==> src/rtl/diad_trace_pkg.sv <==
`default_nettype none
// ============================================================================
// Module      : diad_trace_pkg
// Description : Shared definitions for the diad retirement trace transmitter:
//               packet header bytes, serializer state encoding and the packet
//               length helper.
// Config      : DIAD_TRACE_TICK_EN adds the 2-byte tick field to each packet.
// Revision    : 1.0 - initial release
// ============================================================================
package diad_trace_pkg;

  localparam logic [7:0] TRACE_HDR      = 8'hA5;  // normal packet header
  localparam logic [7:0] TRACE_HDR_DROP = 8'hA7;  // a capture was lost before this one
  localparam int         TRACE_TICK_W   = 16;

  typedef enum logic [2:0] {
    ST_IDLE  = 3'd0,
    ST_HDR   = 3'd1,
    ST_TICK  = 3'd2,
    ST_PC    = 3'd3,
    ST_INSTR = 3'd4
  } trace_state_e;

  // Total bytes in one packet, header included.
  function automatic int trace_pkt_bytes(input int pc_w, input int instr_w);
`ifdef DIAD_TRACE_TICK_EN
    return 1 + TRACE_TICK_W / 8 + pc_w / 8 + instr_w / 8;
`else
    return 1 + pc_w / 8 + instr_w / 8;
`endif
  endfunction

endpackage
`default_nettype wire

==> src/rtl/diad_trace_fifo.sv <==
`default_nettype none
// ============================================================================
// Module      : diad_trace_fifo
// Description : Synchronous first-word-fall-through FIFO holding captured
//               retirement records. A push and a pop in the same cycle are
//               both honoured even when full (the slot being read is the one
//               overwritten, and data_o shows it before the edge).
// Ports       : clk_i, rst_i   - clock, async active-high reset
//               push_i, data_i - write request and record (caller gates on full)
//               pop_i          - read request (caller gates on empty)
//               data_o         - head record
//               full_o/empty_o - occupancy flags
// Revision    : 1.0 - initial release
// ============================================================================
module diad_trace_fifo #(
  parameter int WIDTH = 64,
  parameter int DEPTH = 4
) (
  input  logic             clk_i,
  input  logic             rst_i,
  input  logic             push_i,
  input  logic             pop_i,
  input  logic [WIDTH-1:0] data_i,
  output logic [WIDTH-1:0] data_o,
  output logic             full_o,
  output logic             empty_o
);

  localparam int PTR_W = (DEPTH > 1) ? $clog2(DEPTH) : 1;
  localparam int CNT_W = $clog2(DEPTH + 1);

  logic [WIDTH-1:0] mem_q [DEPTH];
  logic [PTR_W-1:0] wr_ptr_q;
  logic [PTR_W-1:0] rd_ptr_q;
  logic [CNT_W-1:0] count_q;

  assign full_o  = (count_q == CNT_W'(DEPTH));
  assign empty_o = (count_q == '0);
  assign data_o  = mem_q[rd_ptr_q];

  // Storage needs no reset; only the pointers define validity.
  always_ff @(posedge clk_i) begin
    if (push_i) begin
      mem_q[wr_ptr_q] <= data_i;
    end
  end

  // DEPTH is a power of two, so pointers wrap by natural overflow.
  always_ff @(posedge clk_i or posedge rst_i) begin
    if (rst_i) begin
      wr_ptr_q <= '0;
      rd_ptr_q <= '0;
      count_q  <= '0;
    end else begin
      if (push_i) wr_ptr_q <= wr_ptr_q + PTR_W'(1);
      if (pop_i)  rd_ptr_q <= rd_ptr_q + PTR_W'(1);
      case ({push_i, pop_i})
        2'b10:   count_q <= count_q + CNT_W'(1);
        2'b01:   count_q <= count_q - CNT_W'(1);
        default: count_q <= count_q;
      endcase
    end
  end

endmodule
`default_nettype wire

==> src/rtl/diad_trace_tx.sv <==
`default_nettype none
// ============================================================================
// Module      : diad_trace_tx
// Description : Retirement trace transmitter. Each retiring instruction
//               (optionally with a free-running tick) is queued and sent as
//               a byte packet MSB-first over a valid/ready stream:
//               header (A5, or A7 after a lost capture), tick, PC, instr.
// Config      : define DIAD_TRACE_TICK_EN to include the 16-bit tick counter
//               and the TICK field; otherwise packets carry header, PC, instr.
// Ports       : iw_clk, iw_rst               - clock, async active-high reset
//               iw_trace_en                  - capture enable
//               iw_ro_valid/pc/instr         - retirement from the RO stage
//               iw_tx_ready                  - sink accepts byte
//               ow_tx_valid/data/sop         - byte stream, sop on header
//               ow_ovf                       - sticky capture-dropped flag
// Revision    : 1.0 - initial release
// ============================================================================
module diad_trace_tx
  import diad_trace_pkg::*;
#(
  parameter int PC_W    = 24,
  parameter int INSTR_W = 24,
  parameter int DEPTH   = 4,
  parameter int TICK_W  = 16
) (
  input  logic               iw_clk,
  input  logic               iw_rst,
  input  logic               iw_trace_en,
  input  logic               iw_ro_valid,
  input  logic [PC_W-1:0]    iw_ro_pc,
  input  logic [INSTR_W-1:0] iw_ro_instr,
  input  logic               iw_tx_ready,
  output logic               ow_tx_valid,
  output logic [7:0]         ow_tx_data,
  output logic               ow_tx_sop,
  output logic               ow_ovf
);

  localparam int TK_B = TICK_W / 8;
  localparam int PC_B = PC_W / 8;
  localparam int IN_B = INSTR_W / 8;
  localparam int MAXB = (TK_B > PC_B) ? ((TK_B > IN_B) ? TK_B : IN_B)
                                      : ((PC_B > IN_B) ? PC_B : IN_B);
  localparam int BC_W = (MAXB > 1) ? $clog2(MAXB) : 1;
`ifdef DIAD_TRACE_TICK_EN
  localparam int ENT_W = TICK_W + PC_W + INSTR_W;
`else
  localparam int ENT_W = PC_W + INSTR_W;
`endif
  // Shift register holds the whole packet: header byte plus the entry.
  localparam int SH_W = 8 + ENT_W;

  trace_state_e      state_q, state_d;
  logic [BC_W-1:0]   bcnt_q, bcnt_d;
  logic [SH_W-1:0]   sh_q, sh_d;
  logic              drop_pend_q, drop_pend_d;
  logic              ovf_q;

  logic              w_load;
  logic              w_acc;
  logic              w_push_req;
  logic              w_push_ok;
  logic              w_drop;
  logic [7:0]        w_hdr;
  logic [SH_W-1:0]   w_sh_next;
  logic [ENT_W-1:0]  w_push_data;
  logic [ENT_W-1:0]  w_fifo_dout;
  logic              w_fifo_full;
  logic              w_fifo_empty;

`ifdef DIAD_TRACE_TICK_EN
  logic [TICK_W-1:0] tick_q;

  always_ff @(posedge iw_clk or posedge iw_rst) begin
    if (iw_rst) tick_q <= '0;
    else        tick_q <= tick_q + TICK_W'(1);
  end

  // Capture uses the tick value before this edge's increment.
  assign w_push_data = {tick_q, iw_ro_pc, iw_ro_instr};
`else
  assign w_push_data = {iw_ro_pc, iw_ro_instr};
`endif

  // A full FIFO can still take a capture when the serializer pops this cycle.
  assign w_push_req = iw_trace_en && iw_ro_valid;
  assign w_push_ok  = w_push_req && (!w_fifo_full || w_load);
  assign w_drop     = w_push_req && !w_push_ok;

  diad_trace_fifo #(
    .WIDTH (ENT_W),
    .DEPTH (DEPTH)
  ) u_fifo (
    .clk_i   (iw_clk),
    .rst_i   (iw_rst),
    .push_i  (w_push_ok),
    .pop_i   (w_load),
    .data_i  (w_push_data),
    .data_o  (w_fifo_dout),
    .full_o  (w_fifo_full),
    .empty_o (w_fifo_empty)
  );

  assign w_acc     = (state_q != ST_IDLE) && iw_tx_ready;
  assign w_hdr     = drop_pend_q ? TRACE_HDR_DROP : TRACE_HDR;
  // Zero fill means the byte shown after the last field is 8'h00.
  assign w_sh_next = {sh_q[SH_W-9:0], 8'h00};

  always_comb begin
    state_d = state_q;
    bcnt_d  = bcnt_q;
    sh_d    = sh_q;
    w_load  = 1'b0;
    case (state_q)
      ST_IDLE: begin
        w_load = !w_fifo_empty;
      end
      ST_HDR: begin
        if (w_acc) begin
          sh_d   = w_sh_next;
          bcnt_d = '0;
`ifdef DIAD_TRACE_TICK_EN
          state_d = ST_TICK;
`else
          state_d = ST_PC;
`endif
        end
      end
`ifdef DIAD_TRACE_TICK_EN
      ST_TICK: begin
        if (w_acc) begin
          sh_d = w_sh_next;
          if (bcnt_q == BC_W'(TK_B - 1)) begin
            bcnt_d  = '0;
            state_d = ST_PC;
          end else begin
            bcnt_d = bcnt_q + BC_W'(1);
          end
        end
      end
`endif
      ST_PC: begin
        if (w_acc) begin
          sh_d = w_sh_next;
          if (bcnt_q == BC_W'(PC_B - 1)) begin
            bcnt_d  = '0;
            state_d = ST_INSTR;
          end else begin
            bcnt_d = bcnt_q + BC_W'(1);
          end
        end
      end
      ST_INSTR: begin
        if (w_acc) begin
          sh_d = w_sh_next;
          if (bcnt_q == BC_W'(IN_B - 1)) begin
            bcnt_d = '0;
            // Chain straight into the next packet when one is waiting.
            if (!w_fifo_empty) w_load = 1'b1;
            else               state_d = ST_IDLE;
          end else begin
            bcnt_d = bcnt_q + BC_W'(1);
          end
        end
      end
      default: begin
        state_d = ST_IDLE;
      end
    endcase
    if (w_load) begin
      sh_d    = {w_hdr, w_fifo_dout};
      state_d = ST_HDR;
      bcnt_d  = '0;
    end
  end

  // The header reflects drops seen before this load; a drop on the same
  // edge belongs to the following packet, so setting wins over clearing.
  always_comb begin
    drop_pend_d = drop_pend_q;
    if (w_load) drop_pend_d = 1'b0;
    if (w_drop) drop_pend_d = 1'b1;
  end

  always_ff @(posedge iw_clk or posedge iw_rst) begin
    if (iw_rst) begin
      state_q     <= ST_IDLE;
      bcnt_q      <= '0;
      sh_q        <= '0;
      drop_pend_q <= 1'b0;
      ovf_q       <= 1'b0;
    end else begin
      state_q     <= state_d;
      bcnt_q      <= bcnt_d;
      sh_q        <= sh_d;
      drop_pend_q <= drop_pend_d;
      ovf_q       <= ovf_q | w_drop;
    end
  end

  assign ow_tx_valid = (state_q != ST_IDLE);
  assign ow_tx_data  = sh_q[SH_W-1 -: 8];
  assign ow_tx_sop   = (state_q == ST_HDR);
  assign ow_ovf      = ovf_q;

endmodule
`default_nettype wire

==> config.mk <==
export PLATFORM = sky130hd
export DESIGN_NAME = diad_trace_tx
export DESIGN_NICKNAME = d
export VERILOG_FILES = /design/src/rtl/diad_trace_pkg.sv /design/src/rtl/diad_trace_fifo.sv /design/src/rtl/diad_trace_tx.sv
export SDC_FILE = /design/constraint.sdc
export NUM_CORES = 1
export LEC_CHECK = 0
export ABC_CLOCK_PERIOD_IN_PS = 4600
export CORE_AREA = 5 5 149 151
export DETAILED_ROUTE_END_ITERATION = 6
export DIE_AREA = 0 0 154 156
export PLACE_DENSITY = 0.69
export REMOVE_ABC_BUFFERS = 1
export SYNTH_ARGS = -nofsm -noshare
export SYNTH_HDL_FRONTEND = slang
export SYNTH_SLANG_ARGS = --single-unit
==> constraint.sdc <==
create_clock -name iw_clk -period 4.6 [get_ports iw_clk]
set_clock_uncertainty 0.2 [all_clocks]
set_input_delay 0.46 -clock iw_clk [delete_from_list [all_inputs] [get_ports iw_clk]]
set_output_delay 0.46 -clock iw_clk [all_outputs]
set_load 0.05 [all_outputs]
# After elaboration in Yosys (flattened, before gate mapping)
# Memories as Yosys holds them, arrays and structs flattened.
# Cells that the tools add are included.
dict set report classes {
  n_reduce_logical 21
  n_mux 26
  bitwise 1
  eq_ne 15
  add_sub_neg 5
}
# operator count
set op_table {}
lappend op_table {{$mux W56} 3}
lappend op_table {{$mux W3} 7}
lappend op_table {{$ne A3 B2 Y1 const B} 5}
lappend op_table {{$pmux W3 S4} 1}
lappend op_table {{$mux W2} 5}
lappend op_table {{$reduce_bool A2 Y1} 4}
lappend op_table {{$mux W1} 7}
lappend op_table {{$reduce_and A7 Y1} 1}
lappend op_table {{$add A2 B1 Y2 const B} 3}
lappend op_table {{$eq A3 B3 Y1 const B} 2}
lappend op_table {{$logic_not A3 Y1} 2}
lappend op_table {{$ne A3 B1 Y1 const B} 2}
lappend op_table {{$pmux W3 S2} 1}
lappend op_table {{$reduce_bool A3 Y1} 2}
lappend op_table {{$eq A2 B2 Y1 const B} 2}
lappend op_table {{$logic_and A1 B1 Y1} 4}
lappend op_table {{$pmux W2 S2} 1}
lappend op_table {{$add A3 B1 Y3 const B} 1}
lappend op_table {{$eq A3 B1 Y1 const B} 1}
lappend op_table {{$eq A3 B2 Y1 const B} 1}
lappend op_table {{$logic_not A1 Y1} 3}
lappend op_table {{$reduce_and A3 Y1} 1}
lappend op_table {{$reduce_or A3 Y1} 1}
lappend op_table {{$sub A3 B1 Y3 const B} 1}
lappend op_table {{other kinds (7)} 7}
dict set report word_totals {
  n_memories 1
  wordCells 77
  ramBits 192
  in_bits 53
  output_inout_bits 11
  register_bits 70
}
# memory depth word_bits rd rd_clocked_by_memory_dff write_ports line
set memory_table {}
lappend memory_table {u_fifo.mem_q 4 48 1 0 1 diad_trace_fifo.sv:32} ;# logic [WIDTH-1:0] mem_q [DEPTH];

# Longest topological paths before layout
dict set report depth {
  word_depth 10
  mapped_depth 10
}

# Hierarchy
# Synthesis repeated with hierarchy kept, for this count alone.
dict set report hier_totals {
  cells_unflattened 647
  area_unflattened_um2 10850.4
}
# module n_inst area_per_inst_um2 cells_each
set modules_own_cells {}
lappend modules_own_cells {diad_trace_fifo 1 7384.6 288}
lappend modules_own_cells {diad_trace_tx 1 3465.8 359}

# Worst setup path before layout
# No wires, ideal clock.
dict set report synth_path {
  path_kind {input to register}
  start {in iw_tx_ready}
  end {mem u_fifo.mem_q[0][0] (netlist name), enable pin}
  stages 5
  required_ns 3.990
  setup_time_ns 0.410
  n_path_buf 1
  arrival_time_ns 2.425
  path_slack_ns 1.564
  path_cell_list {and3b_1 > clkbuf_1 > o211ai_4 > a21oi_2 > and2_1}
}
dict set report synth_between {
  elab_chain_cells 7
}
# element line
set synth_rtl {}
lappend synth_rtl {{start: declaration} diad_trace_tx.sv:32} ;# input logic iw_tx_ready,
lappend synth_rtl {{$logic_and A1 B1 Y1} diad_trace_tx.sv:104} ;# assign w_acc = (state_q != ST_IDLE) && iw_tx_ready;
lappend synth_rtl {{$mux W1} diad_trace_tx.sv:154} ;# if (w_acc) begin
lappend synth_rtl {{$pmux W1 S2} diad_trace_tx.sv:114} ;# case (state_q)
lappend synth_rtl {{$logic_or A1 B1 Y1} diad_trace_tx.sv:87} ;# assign w_push_ok = w_push_req && (!w_fifo_full || w_load);
lappend synth_rtl {{$logic_and A1 B1 Y1} diad_trace_tx.sv:87}
lappend synth_rtl {{$mux W1} diad_trace_fifo.sv:43} ;# if (push_i) begin
lappend synth_rtl {{$mux W1 (not written as such)} diad_trace_fifo.sv:44} ;# mem_q[wr_ptr_q] <= data_i;
lappend synth_rtl {{end: declaration} diad_trace_fifo.sv:32}
# Every way passes these cells.

# Worst setup path in the final report
dict set report layout_path {
  start {reg state_q[1]}
  end {reg u_fifo.count_q[2]}
}
dict set report layout_between {
  elab_chain_cells 8
}
# element line
set layout_rtl {}
lappend layout_rtl {{start: declaration} diad_trace_tx.sv:53} ;# trace_state_e state_q, state_d;
lappend layout_rtl {{start signal: assignment} diad_trace_tx.sv:193} ;# state_q <= state_d;
lappend layout_rtl {{$reduce_bool A3 Y1} diad_trace_tx.sv:104}
lappend layout_rtl {{$logic_and A1 B1 Y1} diad_trace_tx.sv:104}
lappend layout_rtl {{$mux W1} diad_trace_tx.sv:154}
lappend layout_rtl {{$pmux W1 S2 *} diad_trace_tx.sv:114}
lappend layout_rtl {{$logic_or A1 B1 Y1} diad_trace_tx.sv:87}
lappend layout_rtl {{$logic_and A1 B1 Y1} diad_trace_tx.sv:87}
lappend layout_rtl {{$eq A2 B1 Y1 / $eq A2 B2 Y1 (equally long branches)} diad_trace_fifo.sv:57} ;# case ({push_i, pop_i})
lappend layout_rtl {{$pmux W3 S2 / $reduce_bool A2 Y1 (equally long branches)} n/a}
lappend layout_rtl {{end signal: assignment} diad_trace_fifo.sv:58} ;# 2'b10: count_q <= count_q + CNT_W'(1);
lappend layout_rtl {{end signal: assignment} diad_trace_fifo.sv:59} ;# 2'b01: count_q <= count_q - CNT_W'(1);
lappend layout_rtl {{end signal: assignment} diad_trace_fifo.sv:60} ;# default: count_q <= count_q;
lappend layout_rtl {{end: declaration} diad_trace_fifo.sv:35} ;# logic [CNT_W-1:0] count_q;
# Mark *: on every way between the ends. The rest lies on a longest branch, timed or not.
# A chain may end at the register's enable or synchronous reset.

==> impl_results.md <==
* Worst-path clk slew at approximately 60 ps
* Residual DRC at 0
* Net Sw Frac at between 20% and 30%
* Yosys cell types at 40
* Chip height at 156 um
* Post-route minimum period at 2930 ps
* Setup TNS at 0 ps
* Top Ports at 64
* Crit start category: flip-flop
* Net Sw Power at 2.10 mW
* Critical path peak fanout at 47
* Final hold vios at 0
* Power, Total at 7.15 mW
* R2R Path Start: state_q[1]
* Register area share after synthesis at 73.6%
* FMAX at 0.342 GHz
* Worst EP arrival at around 3200 ps
* Ys Warns at 0
* Placed insts at 875
* Worst path cell trace: nor2_1 -> o211a_4 -> nand2_1 -> fa_1 -> or3_1 -> mux2i_1 -> xor2_1
* Final HPWL DP at 11,300 um
* Final instance area at 11,900 sq um
* Crit Path Class: reg -> reg
* Critical path launch point: state_q[1]
* Post-CTS Hold Buffers at 0
* Avg WL per Cell at 19.6 um
* Pwr/cell area at 601 nW/um^2
* # clock sinks at 262
* Antenna fix cells at 0
* Area occupied by multi-input gates at 2450 sq um
* Final setup viols at 0
* Int Power at 5.05 mW
* Via Count at ~5,000
* Worst-Margin Slew at ~1200 ps
* Clock root buffer: clkbuf_16
* Share of layout cells above drive strength 1 at between 10% and 20%
* Yosys reg bits at 262
* WL final at between 15,000 and 20,000 um
* Vias in the first global route at ~5,300
* Synth area leader: edfxtp_1
* Gpl congestion at just over 0.7
* Syn Inst Count at 561
* Filler cell count at 1,567
* Worst EP required at 4850 ps
* Nets at between 600 and 700
* RSZ-0062 raised after global routing: no
* Placeable Area at slightly above 20,000 sq um
* Initial antenna violation count at 0
* Non-filler instance count after layout at 925
* Critical-path top delay cell: o211a_4
* CTS tree: built
* Sequential Power Share at 47.2%
* Hold Crit Class: in -> async
* Mapped cell area at 10,200 sq um
* Worst VDD drop at 0.000362 V
* Syn_area_per_cell at between 15 and 20 sq um
* Final Cycle Share at 63.6%
* Reg2reg setup slack at 1670 ps
* Clock latency on the worst-skew pair at about 520 ps
* Status: complete, no violations
* FP Rows at 53
* Total grt overflow at 0
* Number of gates resized after CTS at 0
* First-pass GRT wire length at 29,500 um
* P_leak at ~4.3 nW
* Combinational power share at 24.9%
* Sequential cell area at approximately 7500 sq um
* First-pass iteration count of the detailed router at 4
* Full die area at 24,000 sq um
* Largest stage delay, worst path at between 500 and 600 ps
* Top-area cell type share of the netlist area at 56.4%
* Post-CTS setup buffers at 0
* DRT antenna net count at 0
* RR Endpoint: u_fifo.count_q[2]
* Max Slew Vio Count at 0
* Die width at 154 um
* CTS max path bufs at 3
* Number of H-tree levels at 1
* Largest net degree at the start of global routing at 53
* CTS Buf Count at 27
* Initial Utilization at 49.4%
* Ranking of synthesized cells by area: edfxtp_1 (56%), dfrtp_1 (17%), mux4_2 (11%)
* Relative slew margins at 21.6%
* Area growth, synth to finish at 16.5%
* Critical Path Sink Type: flip-flop
* GRT Util Overall at roughly 16%
* Via density at around 5.4
* Cell Area, Placed at 11,100 sq um
* Max-cap violations at 0
* PortBufs at between 60 and 70
* Part of the power in the clock network at between 20 and 30%
* Worst Reg2Reg Path Length in Cells at 7
* DR iter-0 viols at 353
==> synthesized netlist by cell type (all sizes together) <==
master,instances
edfxtp,192
dfrtp,70
nand2,62
mux4,48
mux2i,45
o21ai,41
buf,28
a22o,9
clkbuf,9
nor2,8
a21oi,7
inv,6
and2,5
ha,4
nand3,4
xnor2,4
nand2b,2
or3,2
a211oi,1
a21bo,1
a21boi,1
a21o,1
and3b,1
fa,1
mux2,1
nand3b,1
nor2b,1
nor3b,1
o211a,1
o211ai,1
o22ai,1
or3b,1
xor2,1
==> metal layers <==
metal,share of wire (%),wire length [um],vias up,track usage [%]
met5,0,0,-,0
met4,1.3,236,0,3.20
met3,5.6,1020,21,2.75
met2,51,9220,121,26.7
met1,42,7680,2573,21.2
li1,-,-,2285,-
==> cell families (layout without fill, tap and decap cells) <==
kind of cell	Yosys count	in the layout	synth area share (%)
AOI/OAI and AO/OA	64	64	3.85
xor gates and xnor gates	5	5	0.429
adders and majority gates	5	5	0.686
buffers and inverters	43	132	2.55
DFF	262	262	73.6
muxes	94	94	15.1
and+or+nand+nor	88	88	3.80
==> area by class of cell <==
class,count,area share [%]
clock inverter,7,0.347
sequential,262,63.2
timing repair buffer,76,6.12
inverter,6,0.189
multi-input combinational,256,20.6
tap,275,2.89
clock buffer,43,6.60
==> placed cells by master (no fill, tap or decap), types with 2 or more instances in the layout <==
cell             count
nor2_1               7
xnor2_1              4
nand2_1             62
clkbuf_1            11
and2_2               4
clkdlybuf4s50_1     63
inv_6                2
ha_1                 4
nand3_1              4
mux2i_1             45
mux4_2              48
clkbuf_16           27
inv_1                5
clkinv_1             3
dfrtp_1             68
a22o_1               9
o21ai_0             15
buf_4               13
or3_1                2
clkbuf_8             5
edfxtp_1           192
nand2b_1             2
o21ai_1             26
a21oi_1              6
==> critical path: cells and delay by family (launching register included) <==
family | cells | cell delay, ps
multiplexers | 1 | 170
AND/OR/NAND/NOR | 3 | 890
flip-flops | 1 | 450
XOR/XNOR | 1 | 160
adder cells (fa/ha/maj) | 1 | 460
AO/OA/AOI/OAI | 1 | 530
==> worst max path at each step <==
stage,endpoint,slack [ps],cells after the start
after floorplan,u_fifo.count_q[2],730,7
after global placement,u_fifo.count_q[2],1190,8
after detailed placement,u_fifo.count_q[2],1130,8
after CTS,u_fifo.count_q[2],1650,7
after global routing,u_fifo.count_q[2],1510,8
final,u_fifo.count_q[2],1670,7
==> stage by stage <==
step	util, %	worst slack, ps	hold slack, ps
finish	57.5	1670	265
detailed placement	53.5	1130	272
global route	57.5	1510	303
CTS	57.5	1650	287
floorplan	-	734	249
global placement	53.5	1190	254
==> power groups by stage <==
stage | Combinational, mW | Sequential [mW] | Clock, mW
global placement | 1.76 | 3.41 | 0
global route | 1.95 | 3.45 | 2.16
finish | 1.78 | 3.38 | 1.99
floorplan | 1.20 | 3.48 | 0
CTS | 1.82 | 3.39 | 2.04
detailed placement | 1.81 | 3.44 | 0
==> flip-flops by register name (all words and copies together), names as in the netlist <==
register         count
u_fifo.mem_q       192
sh_q                56
state_q              3
u_fifo.count_q       3
bcnt_q               2
u_fifo.rd_ptr_q      2
u_fifo.wr_ptr_q      2
drop_pend_q          1
ow_ovf               1
(Power assumes the default switching activity.)
